$ cat config.mk
export PLATFORM = sky130hd
export DESIGN_NAME = lsu_mem_stage
export DESIGN_NICKNAME = d
export VERILOG_FILES = /design/src/rtl/lsu_pkg.sv /design/src/rtl/lsu_load_align.sv /design/src/rtl/lsu_mem_stage.sv
export SDC_FILE = /design/constraint.sdc
export NUM_CORES = 1
export LEC_CHECK = 0
export BUFFER_PORTS_ARGS = -buffer_cell sky130_fd_sc_hd__buf_4
export CORE_ASPECT_RATIO = 1.1
export CORE_MARGIN = 5
export CORE_UTILIZATION = 45
export DETAILED_ROUTE_END_ITERATION = 10
export GPL_TIMING_DRIVEN = 0
export PLACE_DENSITY = 0.78
export SYNTH_ARGS = -nofsm -noshare
export SYNTH_HDL_FRONTEND = slang
export SYNTH_HIERARCHICAL = 1
export SYNTH_SLANG_ARGS = --single-unit
$ cat constraint.sdc
create_clock -name clk -period 2.4 [get_ports clk]
set_clock_uncertainty 0.2 [all_clocks]
set_input_delay 0.12 -clock clk [delete_from_list [all_inputs] [get_ports clk]]
set_output_delay 0.12 -clock clk [all_outputs]
set_load 0.005 [all_outputs]
$ cat src/rtl/lsu_pkg.sv
// Shared types and constants for the MEM-stage load/store unit.
// op_bad() flags illegal width codes and misaligned addresses before any bus access.
package lsu_pkg;

   typedef enum logic [1:0] {
      IDLE = 2'd0,
      REQ  = 2'd1,
      RESP = 2'd2,
      DONE = 2'd3
   } state_t;

   localparam logic [2:0] F3_LB  = 3'd0;
   localparam logic [2:0] F3_LH  = 3'd1;
   localparam logic [2:0] F3_LW  = 3'd2;
   localparam logic [2:0] F3_LBU = 3'd4;
   localparam logic [2:0] F3_LHU = 3'd5;
   localparam logic [2:0] F3_SB  = 3'd0;
   localparam logic [2:0] F3_SH  = 3'd1;
   localparam logic [2:0] F3_SW  = 3'd2;

   // funct3[1:0] encodes the access size for every legal load and store code.
   function automatic logic op_bad(input logic       is_load,
                                   input logic [2:0] f3,
                                   input logic [1:0] a);
      logic illegal;
      logic mis;
      if (is_load)
         illegal = (f3 == 3'd3) || (f3 == 3'd6) || (f3 == 3'd7);
      else
         illegal = (f3 > F3_SW);
      mis = ((f3[1:0] == 2'b10) && (a != 2'b00)) ||
            ((f3[1:0] == 2'b01) && a[0]);
      return illegal || mis;
   endfunction

endpackage

$ cat src/rtl/lsu_load_align.sv
// Combinational load extraction: picks the addressed byte/half out of the bus word
// and sign- or zero-extends it according to the load width code.
module lsu_load_align
   import lsu_pkg::*;
(
   input  logic [31:0] rdata_i,
   input  logic [1:0]  addr_lo_i,
   input  logic [2:0]  funct3_i,
   output logic [31:0] data_o
);

   logic [7:0]  byte_v;
   logic [15:0] half_v;

   always_comb begin
      byte_v = rdata_i[{addr_lo_i, 3'b000} +: 8];
      half_v = rdata_i[{addr_lo_i[1], 4'b0000} +: 16];
      case (funct3_i)
         F3_LB:   data_o = {{24{byte_v[7]}}, byte_v};
         F3_LH:   data_o = {{16{half_v[15]}}, half_v};
         F3_LBU:  data_o = {24'h000000, byte_v};
         F3_LHU:  data_o = {16'h0000, half_v};
         default: data_o = rdata_i;
      endcase
   end

endmodule

$ cat src/rtl/lsu_mem_stage.sv
// MEM-stage load/store unit: one bus transaction per memory instruction, with lane
// steering, load extension, misalignment/illegal-code rejection and per-phase timeout.
module lsu_mem_stage
   import lsu_pkg::*;
#(
   parameter int TIMEOUT_CYCLES = 16
)
(
   input  logic        clk,
   input  logic        rst,
   input  logic        valid_i,
   input  logic        is_load_i,
   input  logic        is_store_i,
   input  logic [2:0]  funct3_i,
   input  logic [31:0] addr_i,
   input  logic [31:0] wdata_i,
   output logic        bus_req_o,
   output logic        bus_we_o,
   output logic [31:0] bus_addr_o,
   output logic [3:0]  bus_be_o,
   output logic [31:0] bus_wdata_o,
   input  logic        bus_gnt_i,
   input  logic        bus_rvalid_i,
   input  logic [31:0] bus_rdata_i,
   output logic        stall_o,
   output logic        done_o,
   output logic        fault_o,
   output logic [31:0] load_data_o
);

   localparam int CW      = (TIMEOUT_CYCLES > 0) ? $clog2(TIMEOUT_CYCLES + 1) : 1;
   localparam int TO_LAST = (TIMEOUT_CYCLES > 0) ? TIMEOUT_CYCLES - 1 : 0;

   state_t        state_q;
   logic [CW-1:0] cnt_q;
   logic          is_load_q;
   logic [2:0]    f3_q;
   logic [1:0]    alo_q;
   logic          req_q;
   logic          we_q;
   logic [31:0]   addr_q;
   logic [3:0]    be_q;
   logic [31:0]   wdata_q;
   logic          tfault_q;
   logic [31:0]   ldata_q;

   logic          mem_op;
   logic          bad;
   logic          accept;
   logic          reject;
   logic          timeout_hit;
   logic [3:0]    lane_be;
   logic [31:0]   lane_wdata;
   logic [31:0]   ext_data;

   assign mem_op      = valid_i & (is_load_i | is_store_i);
   assign bad         = op_bad(is_load_i, funct3_i, addr_i[1:0]);
   assign accept      = (state_q == IDLE) & mem_op & ~bad;
   assign reject      = (state_q == IDLE) & mem_op & bad;
   assign timeout_hit = (TIMEOUT_CYCLES != 0) && (cnt_q == CW'(TO_LAST));

   always_comb begin
      lane_be    = 4'hF;
      lane_wdata = 32'h0;
      case (funct3_i[1:0])
         2'b00:   lane_be = 4'b0001 << addr_i[1:0];
         2'b01:   lane_be = 4'b0011 << addr_i[1:0];
         default: lane_be = 4'hF;
      endcase
      if (!is_load_i) begin
         case (funct3_i[1:0])
            2'b00:   lane_wdata = {4{wdata_i[7:0]}};
            2'b01:   lane_wdata = {2{wdata_i[15:0]}};
            default: lane_wdata = wdata_i;
         endcase
      end
   end

   lsu_load_align u_align (
      .rdata_i   (bus_rdata_i),
      .addr_lo_i (alo_q),
      .funct3_i  (f3_q),
      .data_o    (ext_data)
   );

   always_ff @(posedge clk) begin
      if (rst) begin
         state_q   <= IDLE;
         cnt_q     <= '0;
         is_load_q <= 1'b0;
         f3_q      <= 3'd0;
         alo_q     <= 2'd0;
         req_q     <= 1'b0;
         we_q      <= 1'b0;
         addr_q    <= 32'h0;
         be_q      <= 4'h0;
         wdata_q   <= 32'h0;
         tfault_q  <= 1'b0;
         ldata_q   <= 32'h0;
      end else begin
         case (state_q)
            IDLE: begin
               tfault_q <= 1'b0;
               if (accept) begin
                  state_q   <= REQ;
                  cnt_q     <= '0;
                  is_load_q <= is_load_i;
                  f3_q      <= funct3_i;
                  alo_q     <= addr_i[1:0];
                  req_q     <= 1'b1;
                  we_q      <= ~is_load_i;
                  addr_q    <= {addr_i[31:2], 2'b00};
                  be_q      <= lane_be;
                  wdata_q   <= lane_wdata;
               end
            end
            REQ: begin
               // Grant wins over a timeout landing in the same cycle.
               if (bus_gnt_i || timeout_hit) begin
                  req_q   <= 1'b0;
                  we_q    <= 1'b0;
                  addr_q  <= 32'h0;
                  be_q    <= 4'h0;
                  wdata_q <= 32'h0;
                  cnt_q   <= '0;
               end else begin
                  cnt_q <= cnt_q + 1'b1;
               end
               if (bus_gnt_i) begin
                  state_q <= is_load_q ? RESP : DONE;
               end else if (timeout_hit) begin
                  state_q  <= DONE;
                  tfault_q <= 1'b1;
                  if (is_load_q)
                     ldata_q <= 32'h0;
               end
            end
            RESP: begin
               if (bus_rvalid_i) begin
                  ldata_q <= ext_data;
                  state_q <= DONE;
               end else if (timeout_hit) begin
                  ldata_q  <= 32'h0;
                  tfault_q <= 1'b1;
                  state_q  <= DONE;
               end else begin
                  cnt_q <= cnt_q + 1'b1;
               end
            end
            default: begin
               state_q  <= IDLE;
               tfault_q <= 1'b0;
            end
         endcase
      end
   end

   assign bus_req_o   = req_q;
   assign bus_we_o    = we_q;
   assign bus_addr_o  = addr_q;
   assign bus_be_o    = be_q;
   assign bus_wdata_o = wdata_q;
   assign stall_o     = (state_q == REQ) | (state_q == RESP) | accept;
   assign done_o      = (state_q == DONE);
   assign fault_o     = reject | ((state_q == DONE) & tfault_q);
   assign load_data_o = ldata_q;

endmodule
Yosys cells after proc, flatten, opt, wreduce, memory -nomap -nowiden
Index checks and enable logic that the tools add are counted.
W data, S select, Z words.
{ "op_classes": {"add_sub_neg": 1, "n_mul": 0, "div": 0, "magnitude_cmp": 1, "n_eq_ne": 20, "n_shift": 4, "mux": 39, "bitwise_logic": 11, "reduce_logical": 19} }
{ "ops": {"columns": ["op", "n"], "rows": [
  ["$mux W32", 9],
  ["$pmux W32 S2", 4],
  ["$pmux W32 S4", 1],
  ["$shiftx A32 B6 Y16", 1],
  ["$shiftx A32 B6 Y8", 1],
  ["$mux W5", 4],
  ["$pmux W4 S2", 2],
  ["$pmux W5 S3", 1],
  ["$ne A2 B2 Y1 const B", 7],
  ["$eq A3 B3 Y1 const B", 4],
  ["$mux W1", 8],
  ["$mux W2", 4],
  ["$mux W4", 2],
  ["$eq A2 B2 Y1 const B", 3],
  ["$pmux W1 S2", 3],
  ["$pmux W2 S3", 1],
  ["$reduce_bool A2 Y1", 3],
  ["$add A5 B1 Y5 const B", 1],
  ["$and A1 B1 Y1", 5],
  ["$eq A5 B4 Y1 const B", 1],
  ["$logic_or A1 B1 Y1", 5],
  ["$reduce_and A5 Y1", 1],
  ["$eq A2 B1 Y1 const B", 2],
  ["$logic_not A2 Y1", 2],
  ["other kinds (14)", 20]
]} }
{ "totals": {"reg_bits": 116, "latch_bits": 0, "ram_bits": 0, "rom_bits": 0, "in_bits": 106, "output_inout_bits": 105, "word_cells": 107, "n_memories": 0} }

Longest topological paths before layout
Gate-level depths: netlist (run 1).
{ "logic_depth": {"word_depth": 9, "ltp_mapped": 10, "depth_no_buf": 8} }

By module
Netlist (run 1), hierarchy kept.
{ "modules_own_cells": {"columns": ["module", "n_inst", "cells_each", "area_each_um2", "seq_area_each_um2"], "rows": [
  ["lsu_mem_stage", 1, 540, 4822.1, 2282.2],
  ["lsu_load_align", 1, 118, 794.5, 0.0]
]} }

Worst setup path before layout (run 1)
No wires, ideal clock.
{ "synth_path": {"path_kind": "reg-to-reg", "startpoint": "reg cnt_q[0]", "endpoint": "reg wdata_q[10], in the netlist bus_wdata_o[10]", "arrival_ns": 2.150, "required_ns": 2.132, "setup_slack_ns": -0.019, "path_stages_with_launch": 11, "path_buffers": 2, "path_cell_list": "dfxtp_1 > ha_1 > and3_1 > ha_1 > nor3b_1 > a211oi_2 > and2_1 > clkbuf_1 > nor2_1 > buf_2 > o2bb2ai_2"} }
{ "synth_between": {"elab_chain_cells": 4} }
{ "synth_rtl": {"columns": ["item", "line", "source"], "rows": [
  ["from (decl)", "lsu_mem_stage.sv:35", "logic [CW-1:0] cnt_q;"],
  ["from (signal assigned)", "lsu_mem_stage.sv:127", "cnt_q <= cnt_q + 1'b1;"],
  ["from (signal assigned)", "lsu_mem_stage.sv:147", "cnt_q <= cnt_q + 1'b1;"],
  ["$eq A5 B4 Y1", "lsu_mem_stage.sv:60", "assign timeout_hit = (TIMEOUT_CYCLES != 0) && (cnt_q == CW'(TO_LAST));"],
  ["$logic_or A1 B1 Y1", "lsu_mem_stage.sv:119", "if (bus_gnt_i || timeout_hit) begin"],
  ["$ne A2 B2 Y1 (no source line)", null, null],
  ["$reduce_and A3 Y1 (no source line)", null, null],
  ["to (signal assigned)", "lsu_mem_stage.sv:114", "wdata_q <= lane_wdata;"],
  ["to (decl)", "lsu_mem_stage.sv:43", "logic [31:0] wdata_q;"]
]} }
No other way between the ends.
A chain may end at the register's enable or synchronous reset.

Final worst setup path (run 1)
{ "layout_path": {"startpoint": "reg cnt_q[0]", "endpoint": "reg wdata_q[15], in the netlist bus_wdata_o[15]"} }
The elaborated chain is that of the path after synthesis.

==> metrics, run 1 <==
Starting Density 46.3%; Most used DFF post-synth dfxtp_1; TritonCTS clock tree yes; Synth Area in Adders 1.56%; initial antenna violation count 0; data arrival time of the critical path 2.48 ns; vias in the first global route 6,344; placed cell areas 7380 um^2; GRT overflow 0; Setup crit end kind flop; # port buffers 208; Final Max Slew Viols 0; synth unique cells 50; CP Launch Type flop; Final Routed Wirelength 20.5 mm; Syn Inst Count 658; Total Routing Usage GR 26.7%; detailed-route DRC error count 0; final net count 1,102; Syn Area/Cell 8.54 um^2; Clock transition at path regs 0.06 ns; clock buffer count from CTS 17; FFs w/ async S/R, synth 0%; leakage 3.89 nW; period utilisation layout 97.2%; drt pass-1 iters 5; worst setup slack after layout 0.0663 ns; total power 8.04 mW; Clk Latency, worst-skew pair 0.41 ns; H-tree depth 4; #FFs+latches synth 114; Synth Area in Compound Gates 21.4%; die area 14,800 um^2; cell area after synthesis 5620 um^2; PwrDens 875 nW/um^2; floorplan die width 117 um; Final setup viols 0; synth warn 6; Max Cap Viol 0; Max Freq 429 MHz; Via density 5.43; maximum root-to-sink buffer count 2; worst slew pin tran 0.966 ns; first-pass GRT wire length 31.3 mm; register area share after synthesis 40.6%; # diodes 0; share of cells above drive strength 1 30.0%; post-route minimum period 2.33 ns; count of boundary I/O pins 211; Final Cell Area 9190 um^2; CP Class reg2reg; Final TNS setup 0 ns; DIE HEIGHT 127 um; maximum VDD drop 0.000486 V; Hold WC Path Type in2reg; GP Congestion 0.931; Root Driver clkbuf_16; largest net degree at the start of global routing 17; Crit path required time 2.54 ns; Worst Hold Slack 0.0363 ns; main combinational cell family by area after synthesis simple AND/OR/NAND/NOR gates; CP Max Fanout 10; wire per inst 17.7 um; Core Region 12,100 um^2; Row Count 42; Area Growth Syn to Fin 63.6%; EDFF count, synth 0; relative slew slack 35.3%; Sink Count 114; Fillers 800; pre-CTS setup slack -0.381 ns; hpwl dp 13.3 mm; DR iter-0 viols 446; post-route ant nets 0; status finished clean; mux cell area share after synthesis 8.98%; Synth Area in Simple Gates 21.6%; Final Hold Fails 0; Post-Synth XOR/XNOR Area 0%; Vias 6,276
[state kept, by name (all words and copies together) (netlist names)]
| signal | flops |
|---|---|
| alo_q | 2 |
| bus_req_o | 1 |
| bus_addr_o | 30 |
| f3_q | 3 |
| tfault_q | 1 |
| bus_be_o | 4 |
| bus_we_o | 1 |
| is_load_q | 1 |
| state_q | 2 |
| cnt_q | 5 |
| load_data_o | 32 |
| bus_wdata_o | 32 |
[cells in the mapped netlist, types with 2 or more instances]
library cell  count  share of area (%)
nor3b_1           3               0.40
and2_1            3               0.33
buf_2            11               0.98
or3_1             5               0.56
o22a_1            8                1.2
a21oi_1          85                7.6
ha_1              7                1.6
nand3b_1         40                5.3
mux2i_1          47                8.4
and3_1            2               0.22
clkbuf_1         41                2.7
nor3_1            2               0.18
buf_4             2               0.27
nand2_1         112                7.5
a211oi_1          3               0.40
o2bb2ai_1         6               0.94
o21ai_0          14                1.2
a22o_1           24                3.7
dfxtp_1         114                 41
nand3_1          34                3.0
o21a_1            3               0.40
nand2b_1          4               0.45
a221o_1           8                1.4
nor2b_1          10                1.1
buf_1             3               0.20
inv_1            10               0.67
o2bb2ai_2        10                2.7
nor2_1           22                1.5
buf_6             4               0.80
[critical path: stages, from the launching register on]
cell,delay (ns)
dfxtp_4,0.37
ha_4,0.14
and3_4,0.21
ha_4,0.16
nor3b_4,0.05
a211oi_2,0.24
nand2_2,0.10
or4_4,0.47
buf_8,0.18
o2bb2ai_4,0.15
[cell usage in the layout (no fill, tap or decap), drive strengths merged, types with 4 or more instances in the layout]
| master | n |
|---|---|
| mux2i | 47 |
| a221o | 8 |
| inv | 10 |
| nor2b | 10 |
| dlygate4sd3 | 100 |
| nor2 | 22 |
| a22o | 24 |
| or3 | 5 |
| dfxtp | 114 |
| a211oi | 4 |
| clkbuf | 60 |
| nand2 | 113 |
| a21oi | 85 |
| ha | 7 |
| o21ai | 15 |
| nand3b | 40 |
| buf | 236 |
| nand3 | 34 |
| nand2b | 4 |
| o22a | 8 |
| and2 | 4 |
| o2bb2ai | 16 |
[worst paths after layout]
path / startpoint / to / slack, ns / cells after the start
worst max-delay path: cnt_q[0]$_SDFFE_PP0P_ / bus_wdata_o[15]$_SDFFE_PP0P_ / 0.07 / 9
worst min-delay path: bus_rdata_i[9] / load_data_o[9]$_SDFFE_PP0P_ / 0.04 / 4
worst max register to register: cnt_q[0]$_SDFFE_PP0P_ / bus_wdata_o[15]$_SDFFE_PP0P_ / 0.07 / 9
worst min register to register: bus_addr_o[24]$_SDFFE_PP0P_ / bus_addr_o[24]$_SDFFE_PP0P_ / 0.25 / 2
[final cells by class]
cell class	instances	area, um^2	area share (%)
buffer	58	335	3.65
clock inverter	9	128	1.39
inverter	10	37.5	0.408
clock buffer	23	488	5.31
sequential	114	2290	24.9
timing repair buffer	315	2630	28.6
tap	154	193	2.10
multi-input combinational	473	3090	33.6
[repair_timing]
action                                  4_1_cts  5_1_grt
endpoints found under the setup margin       98       99
resized for setup                            20       39
buffers inserted                              5        2
pin swaps                                     4        4
hold endpoints to repair                    100        0
hold buffers                                100        0
[report_power, final]
part           internal, mW  total [mW]  leakage [nW]  switching (mW)
logic                  1.44        3.08          2.67            1.64
registers              2.18        2.34         0.925           0.168
clock network          1.74        2.62         0.295           0.879
total                  5.35        8.04          3.89            2.68
[per-stage QoR]
stage,std cells,util (%)
after floorplan,659,-
after global placement,1021,60.8
after detailed placement,1021,60.8
after CTS,1157,74.9
after global routing,1156,75.7
final,1156,75.7
[metal layers]
| layer | GRT usage (%) | up-vias | routed length, um |
|---|---|---|---|
| met1 | 30.3 | 2882 | 7910 |
| met5 | 0 | - | 0 |
| met2 | 45.1 | 318 | 10000 |
| met4 | 13.4 | 0 | 900 |
| li1 | - | 2996 | - |
| met3 | 7.90 | 80 | 1680 |
[kinds of logic after synthesis]
| logic type | count (synthesis) |
|---|---|
| buf+inv | 72 |
| simple gates | 243 |
| mux | 49 |
| flops | 114 |
| fa+ha+maj | 7 |
| other cells | 1 |
| compound gates | 172 |
Power figures use the tool's default switching activity.
==> inputs of run 2 (changes only) <==
--- a/config.mk
+++ b/config.mk
@@ -12,6 +12,7 @@
 export DETAILED_ROUTE_END_ITERATION = 10
 export GPL_TIMING_DRIVEN = 0
 export PLACE_DENSITY = 0.78
+export SETUP_SLACK_MARGIN = 0.4
 export SYNTH_ARGS = -nofsm -noshare
 export SYNTH_HDL_FRONTEND = slang
 export SYNTH_HIERARCHICAL = 1
==> metrics, run 2 (synthesis results as in run 1) <==
status finished with violations (was finished clean); failing checks setup timing; worst slew pin tran 0.921 ns (was 0.966 ns); Clk Latency, worst-skew pair 0.41 ns (about the same); TritonCTS clock tree yes (unchanged); Setup crit end kind flop (unchanged); CP Launch Type flop (unchanged); post-route insts no fill 1,205 (was 1,156); post-route ant nets 0 (unchanged); crit-path leading delay family simple AND/OR/NAND/NOR gates (unchanged); Final Cell Area 10,300 um^2 (was 9190 um^2); wire per inst 23.9 um (was 17.7 um); detailed-route DRC error count 0 (unchanged); most frequent CP cell ha_4 (unchanged); # port buffers 208 (unchanged); GRT overflow 0 (unchanged); critical path buffer and inverter count 2 (was 1); Root Driver clkbuf_16 (unchanged); Hold WC Path Type in2reg (unchanged); Sink Count 114 (unchanged); leakage 4.36 nW (was 3.89 nW); period utilisation layout 104% (was 97.2%); PwrDens 980 nW/um^2 (was 875 nW/um^2); maximum VDD drop 0.000687 V (was 0.000486 V); Via density 6.16 (was 5.43); die area 14,800 um^2 (unchanged); placed cell areas 7500 um^2 (was 7380 um^2); Total Routing Usage GR 31.9% (was 26.7%); Max Cap Viol 0 (unchanged); CP Max Fanout 5 (was 10); final net count 1,149 (was 1,102); hpwl dp 13.9 mm (was 13.3 mm); Vias 7,424 (was 6,276); maximum root-to-sink buffer count 2 (unchanged); most frequent cells in the layout buf_4 (226), dfxtp_1 (109), nand2_1 (99), dlygate4sd3_1 (99), a21oi_1 (64) (was buf_4 (221), nand2_1 (112), dfxtp_1 (110)); slowest CP cell or4_4 (unchanged); FF/Latch Area 2290 um^2 (about the same); drt pass-1 iters 7 (was 5); floorplan die width 117 um (unchanged); post-route minimum period 2.50 ns (was 2.33 ns); Worst path max stage delay 0.45 ns (was 0.47 ns); largest net degree at the start of global routing 17 (unchanged); relative slew slack 38.4% (was 35.3%); Starting Density 46.3% (unchanged); Fillers 570 (was 800); placed cells 1,021 (unchanged); CP Class reg2reg (unchanged); Clock transition at path regs 0.06 ns (about the same); Max Freq 400 MHz (was 429 MHz); H-tree depth 4 (unchanged); clock buffer count from CTS 17 (unchanged); Crit path required time 2.54 ns (about the same); DR iter-0 viols 770 (was 446); count of boundary I/O pins 211 (unchanged); Final setup viols 39 (was 0); vias in the first global route 7,308 (was 6,344); Core Region 12,100 um^2 (unchanged); Final Max Slew Viols 0 (unchanged); pre-CTS setup slack -0.0988 ns (was -0.381 ns); DIE HEIGHT 127 um (unchanged); area of the multi-input gates 3480 um^2 (was 3090 um^2); GP Congestion 0.909 (was 0.931); unrepaired setup endpoints after global routing yes; Final Routed Wirelength 28.8 mm (was 20.5 mm); commonest non-fill, non-tap cell in the layout buf_4 (unchanged); Final Hold Fails 0 (unchanged); cells along the critical path ha_4, and3_4, ha_4, nor3b_4, a211oi_2, nand2_2, or4_4, buf_6, buf_12, o2bb2ai_4 (was ha_4, and3_4, ha_4, nor3b_4, a211oi_2, nand2_2, or4_4, buf_8, o2bb2ai_4); first-pass GRT wire length 37.1 mm (was 31.3 mm); data arrival time of the critical path 2.64 ns (was 2.48 ns); initial antenna violation count 1 (was 0); Row Count 42 (unchanged); worst setup slack after layout -0.103 ns (was 0.0663 ns); share of cells above drive strength 1 39.8% (was 30.0%); flop2flop setup slack -0.10 ns (was 0.07 ns); Area Growth Syn to Fin 83.2% (was 63.6%)
==> run 2: changes by cell type in the layout (fill, tap and decap cells not counted), sizes merged <==
cell / previous run / this run
clkinv: 3 / 7
clkinvlp: 3 / 1
diode: 0 / 2
dlygate4sd3: 100 / 99
buf: 236 / 277
clkbuf: 60 / 65
==> run 2: final timing paths <==
path	from	endpoint	cells after the start
worst max-delay path	cnt_q[1]$_SDFFE_PP0P_	bus_wdata_o[11]$_SDFFE_PP0P_	10
worst min-delay path	bus_rdata_i[10]	load_data_o[10]$_SDFFE_PP0P_	4
worst max register to register	cnt_q[1]$_SDFFE_PP0P_	bus_wdata_o[11]$_SDFFE_PP0P_	10
worst min register to register	load_data_o[27]$_SDFFE_PP0P_	load_data_o[27]$_SDFFE_PP0P_	2
==> run 2: cell type report <==
type / count / share of cell area (%)
plain buffers: 62 / 5.01
diodes: 2 / 0.0486
multi-input cells: 473 / 33.8
repair buffers: 358 / 30.8
inverters: 10 / 0.413
well taps: 154 / 1.87
clock buffers: 21 / 4.38
clock inverters: 11 / 1.33
flip-flops and latches: 114 / 22.3
==> run 2: through the flow <==
stage          total power [mW]  util (%)  hold slack, ns  TNS [ns]
4_1_cts                    8.88      80.7         0.00469         0
6_report                   10.1      84.8          0.0287     -1.63
3_3_place_gp               5.07      61.8           0.164    -0.251
3_5_place_dp               5.15      61.8           0.170    -0.782
5_1_grt                    10.3      84.8          0.0538     -2.52
2_1_floorplan              4.10         -          0.0455         0
==> run 2: routing by layer <==
metal | vias up | GRT usage (%) | part of all wire (%)
li1 | 3085 | - | -
met1 | 3479 | 32.9 | 34
met2 | 661 | 56.3 | 49
met3 | 199 | 8.94 | 9.5
met4 | 0 | 19.3 | 7.6
met5 | - | 0 | 0
==> run 2: worst register-to-register path: stages (launching register included) <==
cell and delay [ns]:
dfxtp_2 0.37, ha_4 0.15, and3_4 0.20, ha_4 0.15, nor3b_4 0.06, a211oi_2 0.26, nand2_2 0.14, or4_4 0.45
buf_6 0.16, buf_12 0.15, o2bb2ai_4 0.14
==> run 2: report_power, final <==
group / internal (mW) / switching, mW / total, mW
Sequential: 2.18 / 0.258 / 2.44
Clock: 1.65 / 0.964 / 2.62
Combinational: 2.55 / 2.48 / 5.03
==> run 2: timing repair <==
item / 4_1_cts / 5_1_grt
setup endpoints to repair: 103 / 114
buffers inserted: 25 / 13
hold endpoints to repair: 100 / 0
resized for setup: 89 / 91
pin swaps: 42 / 59
hold buffers: 99 / 0
gates cloned: 11 / 2
==> inputs of run 3 (changes only) <==
--- a/config.mk
+++ b/config.mk
@@ -6,13 +6,17 @@
 export NUM_CORES = 1
 export LEC_CHECK = 0
 export BUFFER_PORTS_ARGS = -buffer_cell sky130_fd_sc_hd__buf_4
+export CELL_PAD_IN_SITES_DETAIL_PLACEMENT = 1
+export CELL_PAD_IN_SITES_GLOBAL_PLACEMENT = 1
 export CORE_ASPECT_RATIO = 1.1
 export CORE_MARGIN = 5
-export CORE_UTILIZATION = 45
+export CORE_UTILIZATION = 32
 export DETAILED_ROUTE_END_ITERATION = 10
 export GPL_TIMING_DRIVEN = 0
-export PLACE_DENSITY = 0.78
+export PLACE_DENSITY = 0.77
+export RECOVER_POWER = 100
 export SETUP_SLACK_MARGIN = 0.4
+export SKIP_CTS_REPAIR_TIMING = 1
 export SYNTH_ARGS = -nofsm -noshare
 export SYNTH_HDL_FRONTEND = slang
 export SYNTH_HIERARCHICAL = 1
==> metrics, run 3 (synthesis results as in run 1) <==
DIE HEIGHT 149 um (was 127 um); utilization after layout 55.4% (was 84.8%); hpwl dp 15.8 mm (was 13.9 mm); Clk Latency, worst-skew pair 0.42 ns (was 0.41 ns); period utilisation layout 98.6% (was 104%); status finished with violations (unchanged); detailed-route DRC error count 0 (unchanged); Total Routing Usage GR 20.3% (was 31.9%); Max Cap Viol 0 (unchanged); first-pass GRT wire length 32.1 mm (was 37.1 mm); flop2flop setup slack 0.03 ns (was -0.10 ns); CP Launch Type flop (unchanged); CP Class reg2reg (unchanged); Final Hold Fails 3 (was 0); clock buffer count from CTS 17 (unchanged); data arrival time of the critical path 2.52 ns (was 2.64 ns); worst slew pin tran 0.992 ns (was 0.921 ns); Hold WC Path Type in2reg (unchanged); leakage 3.82 nW (was 4.36 nW); FF-to-FF Start cnt_q[0]$_SDFFE_PP0P_ (was cnt_q[1]$_SDFFE_PP0P_); Area Growth Syn to Fin 68.9% (was 83.2%); Core Region 17,100 um^2 (was 12,100 um^2); GP Congestion 0.844 (was 0.909); GRT overflow 0 (unchanged); crit path to bus_wdata_o[14]$_SDFFE_PP0P_ (was bus_wdata_o[11]$_SDFFE_PP0P_); # diodes 0 (was 2); Starting Density 32.8% (was 46.3%); placed cell areas 7600 um^2 (was 7500 um^2); CP Max Fanout 8 (was 5); P_int 5.58 mW (was 6.38 mW); Final Routed Wirelength 26.6 mm (was 28.8 mm); TritonCTS clock tree yes (unchanged); failing checks hold timing (was setup timing); # port buffers 208 (unchanged); Clock power frac 30.4% (was 25.9%); final net count 1,114 (was 1,149); DR iter-0 viols 505 (was 770); maximum root-to-sink buffer count 2 (unchanged); PwrDens 913 nW/um^2 (was 980 nW/um^2); hold path start bus_rdata_i[11] (was bus_rdata_i[10]); Flop pwr share 27.3% (was 24.2%); largest net degree at the start of global routing 17 (unchanged); Root Driver clkbuf_16 (unchanged); Row Count 50 (was 42); Final Max Slew Viols 0 (unchanged); most frequent cells in the layout buf_4 (118), nand2_1 (111), dfxtp_1 (109) (was buf_4 (226), dfxtp_1 (109), nand2_1 (99), dlygate4sd3_1 (99), a21oi_1 (64)); critical path startpoint cnt_q[0]$_SDFFE_PP0P_ (was cnt_q[1]$_SDFFE_PP0P_); Vias 6,523 (was 7,424); Fillers 2,023 (was 570); relative slew slack 33.6% (was 38.4%); commonest non-fill, non-tap cell in the layout buf_4 (unchanged); die area 20,300 um^2 (was 14,800 um^2); Crit path required time 2.55 ns (was 2.54 ns); Logic pwr share 42.3% (was 49.9%); Switching Fraction 35.5% (was 36.7%); wire per inst 21.3 um (was 23.9 um); Max Freq 423 MHz (was 400 MHz); initial antenna violation count 0 (was 1); share of cells above drive strength 1 30.3% (was 39.8%); Final Cell Area 9490 um^2 (was 10,300 um^2); Clock transition at path regs 0.06 ns (about the same); unrepaired setup endpoints after global routing yes (unchanged); Sink Count 114 (unchanged); Reg-to-Reg End bus_wdata_o[14]$_SDFFE_PP0P_ (was bus_wdata_o[11]$_SDFFE_PP0P_); H-tree depth 4 (unchanged); R2R depth 10 (unchanged); Final setup viols 0 (was 39); vias in the first global route 5,867 (was 7,308); count of boundary I/O pins 211 (unchanged); Worst Hold Slack -0.0134 ns (was 0.0287 ns); Setup crit end kind flop (unchanged); drt pass-1 iters 5 (was 7); Sw Pwr 3.08 mW (was 3.70 mW); Via density 5.23 (was 6.16); post-route ant nets 0 (unchanged); maximum VDD drop 0.000572 V (was 0.000687 V); floorplan die width 136 um (was 117 um); post-route minimum period 2.37 ns (was 2.50 ns)
==> run 3: worst min-delay path by stage <==
stage | endpoint | slack (ns) | depth (start not counted)
floorplan | bus_wdata_o[4]$_SDFFE_PP0P_ | 0.05 | 1
global placement | bus_wdata_o[1]$_SDFFE_PP0P_ | 0.16 | 2
detailed placement | bus_wdata_o[2]$_SDFFE_PP0P_ | 0.17 | 2
CTS | bus_wdata_o[5]$_SDFFE_PP0P_ | -0.26 | 2
global route | load_data_o[7]$_SDFFE_PP0P_ | 0.01 | 4
finish | load_data_o[11]$_SDFFE_PP0P_ | -0.01 | 4
==> run 3: area by class of cell <==
class | count | area (um^2) | area share [%]
Multi-Input combinational cell | 473 | 3200 | 33.7
Timing Repair Buffer | 323 | 2600 | 27.4
Inverter | 10 | 37.5 | 0.396
Sequential cell | 114 | 2290 | 24.2
Tap cell | 234 | 293 | 3.09
Clock buffer | 23 | 508 | 5.35
Clock inverter | 8 | 100 | 1.05
Buffer | 62 | 462 | 4.87
==> run 3: worst max-delay path: stages, from the launching register on <==
cell and delay (ns):
dfxtp_4 0.37, ha_4 0.13, and3_4 0.20, ha_4 0.14, nor3b_2 0.05, a211oi_2 0.19, nand2_2 0.12, or4_4 0.44
buf_8 0.17, clkbuf_16 0.16, o2bb2ai_2 0.13
==> run 3: routing by layer <==
| layer | vias to the layer above | track usage (%) | wire length, um |
|---|---|---|---|
| met3 | 52 | 7.39 | 1740 |
| li1 | 3015 | - | - |
| met5 | - | 0 | 0 |
| met1 | 3204 | 24.8 | 10200 |
| met2 | 252 | 34.0 | 13800 |
| met4 | 0 | 4.54 | 773 |
==> run 3: stage by stage <==
step / std cells / power (mW) / TNS, ns / setup slack [ns] / hold slack [ns]
3_3_place_gp: 1101 / 5.23 / -0.597 / -0.0659 / 0.158
2_1_floorplan: 659 / 4.10 / 0 / 0.134 / 0.0455
6_report: 1247 / 8.66 / 0 / 0.0345 / -0.0134
5_1_grt: 1247 / 9.08 / -0.156 / -0.0412 / 0.0136
3_5_place_dp: 1101 / 5.27 / -0.870 / -0.0920 / 0.173
4_1_cts: 1132 / 7.89 / -0.940 / -0.107 / -0.260
==> run 3: power groups by stage <==
| stage | clock network (mW) | registers, mW | logic, mW |
|---|---|---|---|
| after floorplan | 0 | 2.38 | 1.72 |
| after global placement | 0 | 2.36 | 2.87 |
| after detailed placement | 0 | 2.37 | 2.90 |
| after CTS | 2.63 | 2.34 | 2.92 |
| after global routing | 2.76 | 2.39 | 3.93 |
| final | 2.64 | 2.36 | 3.66 |
